File: config.mk
export PLATFORM = sky130hd
export DESIGN_NAME = uart_tx_scheduler
export DESIGN_NICKNAME = d
export VERILOG_FILES = /design/src/rtl/uart_pkg.sv /design/src/rtl/rr_arbiter.sv /design/src/rtl/uart_tx_scheduler.sv
export SDC_FILE = /design/constraint.sdc
export NUM_CORES = 1
export LEC_CHECK = 0
export CAP_MARGIN = 10
export CELL_PAD_IN_SITES_DETAIL_PLACEMENT = 0
export CELL_PAD_IN_SITES_GLOBAL_PLACEMENT = 1
export CORE_MARGIN = 2
export CORE_UTILIZATION = 34
export CTS_BUF_LIST = sky130_fd_sc_hd__clkbuf_4
export CTS_CLUSTER_SIZE = 20
export DETAILED_ROUTE_END_ITERATION = 7
export GPL_TIMING_DRIVEN = 0
export PLACE_DENSITY = 0.78
export RECOVER_POWER = 100
export SYNTH_ARGS = -nofsm -noshare
export SYNTH_HDL_FRONTEND = slang
export SYNTH_HIERARCHICAL = 1
export SYNTH_SLANG_ARGS = --single-unit
File: constraint.sdc
create_clock -name clk -period 3.64 [get_ports clk]
set_input_delay 0.364 -clock clk [delete_from_list [all_inputs] [get_ports clk]]
set_output_delay 0.364 -clock clk [all_outputs]
set_load 0.02 [all_outputs]
File: src/rtl/uart_pkg.sv
// Shared definitions for the UART transmit path: byte width and scheduler state encoding.
package uart_pkg;

    localparam int unsigned ByteW = 8;

    typedef enum logic [2:0] {
        StArb,
        StLaunch,
        StWaitBusy,
        StWaitDone,
        StHold
    } sched_state_e;

endpackage

File: src/rtl/rr_arbiter.sv
// Combinational round-robin arbiter: first asserted request searching upward from ptr_i+1.
module rr_arbiter #(
    parameter int unsigned NUM_REQ = 4,
    localparam int unsigned IdxW   = $clog2(NUM_REQ)
) (
    input  logic [NUM_REQ-1:0] req_i,
    input  logic [IdxW-1:0]    ptr_i,
    output logic [NUM_REQ-1:0] gnt_o,
    output logic [IdxW-1:0]    idx_o,
    output logic               any_o
);

    logic [IdxW-1:0] cand_idx;
    logic            found;

    always_comb begin
        gnt_o    = '0;
        idx_o    = '0;
        found    = 1'b0;
        cand_idx = '0;
        for (int unsigned off = 1; off <= NUM_REQ; off++) begin
            cand_idx = IdxW'((32'(ptr_i) + off) % NUM_REQ);
            if (!found && req_i[cand_idx]) begin
                found           = 1'b1;
                gnt_o[cand_idx] = 1'b1;
                idx_o           = cand_idx;
            end
        end
        any_o = found;
    end

endmodule

File: src/rtl/uart_tx_scheduler.sv
// Shares one UART byte transmitter among NUM_REQ requesters with round-robin arbitration,
// packet locking via req_last and a hold timeout that drops a stalled packet owner.
module uart_tx_scheduler
    import uart_pkg::*;
#(
    parameter int unsigned NUM_REQ      = 4,
    parameter int unsigned HOLD_TIMEOUT = 1024,
    localparam int unsigned IdxW        = $clog2(NUM_REQ)
) (
    input  logic                     clk,
    input  logic                     rst,
    input  logic [NUM_REQ-1:0]       req_valid,
    input  logic [ByteW*NUM_REQ-1:0] req_data,
    input  logic [NUM_REQ-1:0]       req_last,
    output logic [NUM_REQ-1:0]       req_ready,
    output logic                     tx_start,
    output logic [ByteW-1:0]         tx_data,
    input  logic                     tx_busy,
    output logic [IdxW-1:0]          grant_id,
    output logic                     active,
    output logic                     lock_timeout
);

    localparam int unsigned CntW = $clog2(HOLD_TIMEOUT + 1);

    sched_state_e    state_q, state_d;
    logic [IdxW-1:0] rr_ptr_q, rr_ptr_d;
    logic [IdxW-1:0] grant_q, grant_d;
    logic [ByteW-1:0] data_q, data_d;
    logic            last_q, last_d;
    logic [CntW-1:0] cnt_q, cnt_d;
    logic            tx_start_q, tx_start_d;
    logic            lock_timeout_q, lock_timeout_d;

    logic [NUM_REQ-1:0] arb_gnt;
    logic [IdxW-1:0]    arb_idx;
    logic               arb_any;
    logic               accept;
    logic [IdxW-1:0]    sel_idx;
    logic [ByteW-1:0]   sel_byte;

    rr_arbiter #(
        .NUM_REQ(NUM_REQ)
    ) u_rr_arbiter (
        .req_i(req_valid),
        .ptr_i(rr_ptr_q),
        .gnt_o(arb_gnt),
        .idx_o(arb_idx),
        .any_o(arb_any)
    );

    always_comb begin
        state_d        = state_q;
        rr_ptr_d       = rr_ptr_q;
        grant_d        = grant_q;
        data_d         = data_q;
        last_d         = last_q;
        cnt_d          = cnt_q;
        tx_start_d     = 1'b0;
        lock_timeout_d = 1'b0;
        req_ready      = '0;
        accept         = 1'b0;
        sel_idx        = arb_idx;
        sel_byte       = '0;

        unique case (state_q)
            StArb: begin
                // Never grant while reset is held or while the core is still draining a byte.
                if (!rst && !tx_busy && arb_any) begin
                    req_ready = arb_gnt;
                    accept    = 1'b1;
                    sel_idx   = arb_idx;
                    rr_ptr_d  = arb_idx;
                    grant_d   = arb_idx;
                end
            end
            StLaunch: state_d = StWaitBusy;
            StWaitBusy: begin
                if (tx_busy) state_d = StWaitDone;
            end
            StWaitDone: begin
                if (!tx_busy) begin
                    state_d = last_q ? StArb : StHold;
                    cnt_d   = '0;
                end
            end
            StHold: begin
                // An accept on the limit cycle takes priority over the timeout.
                if (req_valid[grant_q]) begin
                    req_ready[grant_q] = 1'b1;
                    accept             = 1'b1;
                    sel_idx            = grant_q;
                end else if (cnt_q == CntW'(HOLD_TIMEOUT - 1)) begin
                    lock_timeout_d = 1'b1;
                    state_d        = StArb;
                end else begin
                    cnt_d = cnt_q + 1'b1;
                end
            end
            default: state_d = StArb;
        endcase

        for (int i = 0; i < NUM_REQ; i++) begin
            if (sel_idx == IdxW'(i)) sel_byte = req_data[i*ByteW +: ByteW];
        end

        if (accept) begin
            data_d     = sel_byte;
            last_d     = req_last[sel_idx];
            state_d    = StLaunch;
            tx_start_d = 1'b1;
        end
    end

    always_ff @(posedge clk or posedge rst) begin
        if (rst) begin
            state_q        <= StArb;
            rr_ptr_q       <= IdxW'(NUM_REQ - 1);
            grant_q        <= '0;
            data_q         <= '0;
            last_q         <= 1'b0;
            cnt_q          <= '0;
            tx_start_q     <= 1'b0;
            lock_timeout_q <= 1'b0;
        end else begin
            state_q        <= state_d;
            rr_ptr_q       <= rr_ptr_d;
            grant_q        <= grant_d;
            data_q         <= data_d;
            last_q         <= last_d;
            cnt_q          <= cnt_d;
            tx_start_q     <= tx_start_d;
            lock_timeout_q <= lock_timeout_d;
        end
    end

    assign tx_start     = tx_start_q;
    assign tx_data      = data_q;
    assign grant_id     = grant_q;
    assign lock_timeout = lock_timeout_q;
    assign active       = (state_q != StArb);

endmodule

* Yosys cells after proc, flatten, opt, wreduce, memory -nomap -nowiden
Index checks and enable logic that the tools add are counted.
** Word-level totals
- Register bits after elaboration :: 29
- Input port bits :: 43
- Output and inout bits :: 17
- Logic and storage cells :: 126
** Operators by class
- $add $sub $neg :: 5
- Magnitude comparators :: 11
- Equality and inequality tests :: 16
- Multiplexer cells :: 61
- Bitwise operators :: 3
- Reduce and logical (&&, ||, !) cells :: 22
** Operators by type and width (number)
- 2-to-1 mux 11 bit :: 3
- 2-to-1 mux 8 bit :: 4
- 2-to-1 mux 4 bit :: 6
- case mux 11 bit (2 select lines) :: 1
- 2-to-1 mux 1 bit :: 21
- < comparator 2 x 3 -> 1 bit, second input constant :: 6
- 2-to-1 mux 3 bit :: 6
- case mux 3 bit (5 select lines) :: 1
- binary-select mux 1 bit (select 2 bit) :: 6
- 2-to-1 mux 2 bit :: 6
- inequality test 3 bit, second input constant :: 4
- OR 4 bit :: 3
- adder 11 x 1 -> 11 bit, second input constant :: 1
- == test 11 x 10 -> 1 bit, second input constant :: 1
- demux 1 bit (select 2 bit) :: 5
- >= comparator 2 x 1 -> 1 bit, second input constant :: 5
- logical AND 1 bit :: 10
- inequality test 2 bit, second input constant :: 4
- case mux 4 bit (2 select lines) :: 1
- == test 3 x 2 -> 1 bit, second input constant :: 2
- zero test 1 bit :: 5
- AND reduction 5 bit :: 1
- adder 2 x 1 -> 2 bit, second input constant :: 2
- adder 2 bit, second input constant :: 2
- 11 further kinds :: 12

* Longest topological paths before layout
- Depth after elaboration :: 20
- Gate-level depth with buffers :: 15

* Cells and area by module
The synthesis kept the hierarchy.
** Modules (own cells, without submodules)
- uart_tx_scheduler :: times used 1, cells an instance 184, area each 1666.6 sq um
- rr_arbiter :: times used 1, cells an instance 86, area each 629.4 sq um

* Least setup slack after synthesis
Ideal clock, no wire load.
- Path type :: register -> register
- Start :: register rr_ptr_q[0]
- End :: register last_q
- Setup time :: 0.126 ns
- Arrival time :: 3.317 ns
- Data required time :: 3.514 ns
- Setup slack :: 0.197 ns
- Stages on the path, launching flop included :: 16
- Buffers on the path :: 4
- Period minus slack after synthesis :: 3.443 ns
- Cell sequence :: dfstp_2 buf_6 buf_2 inv_1 ha_1 clkbuf_1 a21oi_1 a211oi_1 a311o_1 a221oi_1 inv_1 a21oi_1 or2_1 clkbuf_1 nor3b_1 o32a_1
** Between the ends
- Longest elaborated chain between the ends :: 17
- Elaborated cells between the ends (all ways) :: 33
** Ends and longest elaborated chain
- start: declaration :: line uart_tx_scheduler.sv:27 : logic [IdxW-1:0] rr_ptr_q, rr_ptr_d;
- start signal: assignment :: line uart_tx_scheduler.sv:118 : rr_ptr_q <= IdxW'(NUM_REQ - 1);
- start signal: assignment :: line uart_tx_scheduler.sv:127 : rr_ptr_q <= rr_ptr_d;
- adder 2 x 1 -> 2 bit :: line rr_arbiter.sv:22 : cand_idx = IdxW'((32'(ptr_i) + off) % NUM_REQ);
- binary-select mux 1 bit (select 2 bit) :: line rr_arbiter.sv:23 : if (!found && req_i[cand_idx]) begin
- 2-to-1 mux 1 bit (not written as such) :: line rr_arbiter.sv:23
- 2-to-1 mux 1 bit :: line rr_arbiter.sv:23
- zero test 1 bit :: line rr_arbiter.sv:23
- logical AND 1 bit :: line rr_arbiter.sv:23
- 2-to-1 mux 1 bit :: line rr_arbiter.sv:23
- zero test 1 bit :: line rr_arbiter.sv:23
- [2 not listed]
- zero test 1 bit :: line rr_arbiter.sv:23
- logical AND 1 bit :: line rr_arbiter.sv:23
- 2-to-1 mux 2 bit (*) :: line rr_arbiter.sv:23
- named net arb_idx[0] :: line uart_tx_scheduler.sv:36 : logic [IdxW-1:0] arb_idx;
- 2-to-1 mux 2 bit :: line uart_tx_scheduler.sv:89 : if (req_valid[grant_q]) begin
- 2-to-1 mux 2 bit (*)
- binary-select mux 1 bit (select 2 bit) (*) :: line uart_tx_scheduler.sv:109 : last_d = req_last[sel_idx];
- 2-to-1 mux 1 bit (not written as such) (*) :: line uart_tx_scheduler.sv:109
- end signal: assignment :: line uart_tx_scheduler.sv:130 : last_q <= last_d;
- end: declaration :: line uart_tx_scheduler.sv:30 : logic last_q, last_d;
The timed path passes the listed nets; every way through them passes the cells marked *. The select of a mux whose other input is x is not followed.
A chain may end at the register's enable or synchronous reset.

* Final worst setup path
- Start :: register rr_ptr_q[0]
- End :: output req_ready[0]
** Between the ends
- Elaborated cells between the ends (all ways) :: 52
** RTL lines
- branches (longest 12 deep; another with < comparator 2 x 3 -> 1 bit)
- 2-to-1 mux 4 bit (*) :: line rr_arbiter.sv:23
- named net arb_gnt[0] :: line uart_tx_scheduler.sv:35 : logic [NUM_REQ-1:0] arb_gnt;
- 2-to-1 mux 4 bit (*) :: line uart_tx_scheduler.sv:69 : if (!rst && !tx_busy && arb_any) begin
- case mux 4 bit (2 select lines) (*) :: line uart_tx_scheduler.sv:66 : unique case (state_q)
- end: declaration :: line uart_tx_scheduler.sv:15 : output logic [NUM_REQ-1:0] req_ready,
Mark *: on every way through the listed nets, which the timed path passes. The select of a mux whose other input is x is not followed.

==> results_dict.tcl <==
set metrics [dict create \
    netlist_area_um2 2296 \
    drive_gt1_share_pct 11.50 \
    fillers 661 \
    synth_cell_types 52 \
    clkSinkCount 29 \
    rows 29 \
    startpoint_type "flip-flop" \
    outcome "completed" \
    met3_usage_pct 4.952 \
    synth.area.top_cells "dfrtp_1 29%, o31ai_1 5.2%, ha_1 4.9%, nand2_1 4.6%, nor3_1 4.1%" \
    cts_hold_buf 0 \
    multi_input_area_um2 1439 \
    total_leakage_power_nw 1.266 \
    tritoncts "done" \
    avgViaCountPerCell 5.700 \
    cts_buffers 5 \
    grt_max_degree 31 \
    grt_pass1_vias 2248 \
    post-dp-hpwl_um 4832 \
    final_common_cell "clkdlybuf4s50_1" \
    clockRootBuffer "clkbuf_4" \
    setup_viol 0 \
    gp_congestion 0.7889 \
    seq_area_frac_synth_pct 31.72 \
    fin_nets 390 \
    seq_area_um2 728.2 \
    drc_errors 0 \
    period_needed_ns 3.461 \
    cts_max_level 2 \
    insertion_delay_ns 0.32 \
    drtAntennaViolNets 0 \
    skew_ns 0.01623 \
    top_usage_layer "met2" \
    synthArstFlopShare_pct 100.0 \
    hold_viol_final 0 \
    finalPower_mw 2.094 \
    slew-limit-headroom_pct 44.00 \
    drv_cap 0 \
    grt_first_pass_wirelength_um 10740 \
    portBuffers 59 \
    yosys.area.top_type "dfrtp_1" \
    wl_um 6495 \
    grtUsageTotal_pct 18.07 \
    first_iter_violations 182 \
    grt_antenna_before_repair 0 \
    dr.pass1.iters 4 \
    die_w_um 86.18 \
    gr-total-overflow 0 \
    core_um2 6422 \
    synth-edff-count 0 \
    cts.reportedPaths.clkPinSlew_ns 0.09 \
    synth.ff_latch_count 29 \
    critPathMaxFanout 10 \
    yosysTopAreaCellShare_pct 29.43 \
    timing.hold.ws_ns 0.4810 \
    cp_data_arrival_time_ns 3.10 \
    met1_usage_pct 24.37 \
    fmax_mhz 288.9 \
    worstHoldPathType "reg -> reg" \
    cts_buffer_depth 2 \
    routedWlPerCell_um 15.61 \
    syn_area_per_cell_um2 8.504 \
    finalCritPeriodShare_pct 95.08 \
    start_util_pct 35.75 \
    worst_pin_slew_ns 0.8400 \
    vias 2371 \
    layout_common_cells "40 x clkdlybuf4s50_1, 28 x nand2_1, 27 x dfrtp_1" \
    worst_setup_path_end_kind "output pin" \
    grtUsageMet2_pct 29.03 \
    yosysWarningCount 6 \
    dieArea_um2 7426 \
    slew_violations 0 \
    netlist_instances 270 \
    worstPathRequired_ns 3.28 \
    critPathKind "reg -> out" \
    ioPinCount 60 \
    synth_nets 322 \
    area_delta_synth_final_pct 36.19 \
    synth_flop_cell "dfrtp_1" \
    vdd_ir_drop_max_mv 0.2404 \
    rsz0062_at_grt "no" \
    die_y_um 86.18 \
    diodes 0 \
    p_per_area_nw_per_um2 669.8 \
]
-- timing repair --
item,CTS,global route
endpoints found under the setup margin,13,12
resized for setup,14,5
buffers inserted,2,2
hold endpoints to repair,0,0
-- area by class of cell --
class | instances | area share [%]
tap | 77 | 3.081
buffer | 16 | 3.321
timing repair buffer | 64 | 19.61
sequential | 29 | 23.29
clock buffer | 6 | 1.441
clock inverter | 2 | 1.080
multi-input combinational | 205 | 46.02
inverter | 17 | 2.161
-- cells by family after synthesis --
| family | Yosys count | synth area share, % |
|---|---|---|
| DFF | 29 | 31.72 |
| buffers and inverters | 36 | 7.411 |
| xor gates and xnor gates | 1 | 0.3815 |
| and+or+nand+nor | 105 | 23.87 |
| AOI/OAI and AO/OA | 79 | 25.07 |
| muxes | 11 | 6.648 |
| adders and majority gates | 9 | 4.905 |
-- cell usage after synthesis, drive strengths merged, types with 2 or more instances --
cell    number
nand2       28
dfrtp       27
nor3        19
inv         17
o31ai       16
o21ai       15
nor2        14
clkbuf      11
nand4       10
o221ai      10
a21oi        9
ha           9
buf          8
a31oi        7
nand3        6
or3          6
a2111o       4
mux2         4
mux2i        4
nor3b        4
a211oi       3
and3         3
mux4         3
nand2b       3
or2          3
a32o         2
dfstp        2
o31a         2
o41ai        2
or3b         2
or4          2
-- routing by layer --
metal	part of all wire (%)	vias to the layer above
met5	0	-
met4	0.95	0
met3	8.7	5
met2	44	92
met1	46	1096
li1	-	1178
-- stage by stage --
step                setup TNS (ns)  cells  cell area (µm²)  setup slack (ns)  util [%]
global route                     0    416             3127           0.01159     48.69
detailed placement          -4.581    406             2983           -0.5084     46.44
finish                           0    416             3127            0.1790     48.69
CTS                              0    414             3109          0.002195     48.41
global placement            -4.505    406             2983           -0.5118     46.44
floorplan                        0    270             2296            0.1966         -
-- power by group --
group | switching, mW | internal [mW] | total [mW] | leakage, nW
logic | 0.764 | 0.552 | 1.32 | 0.847
clock network | 0.116 | 0.150 | 0.266 | 0.0433
registers | 0.0888 | 0.422 | 0.511 | 0.375
total | 0.969 | 1.13 | 2.09 | 1.27
-- path summary, 6_finish.rpt --
check	cells past startpoint	slack, ns	endpoint	start
min in group asynchronous	2	0.53	tx_data[3]	rst
max in group asynchronous	3	1.95	grant_id[1]	rst
max reg2reg	12	0.22	last_q	rr_ptr_q[0]
min reg2reg	2	0.48	tx_data[7]	tx_data[7]
max	9	0.18	req_ready[0]	rr_ptr_q[0]
min	2	0.48	tx_data[7]	tx_data[7]
-- state kept, by name, summed over array words and instances (netlist names) --
signal,count
cnt_q,11
tx_data,8
state_q,3
grant_id,2
rr_ptr_q,2
last_q,1
lock_timeout,1
tx_start,1
-- critical path, cell delays in order (launching register included) --
cell and delay [ns]:
dfstp_2 0.56, buf_6 0.13, buf_6 0.15, inv_1 0.09, ha_1 0.32, clkbuf_8 0.17, mux4_2 0.35, a2111o_1 0.45
a32o_1 0.22, dlygate4sd2_1 0.32
No activity file was read; power rests on OpenSTA's default activity.
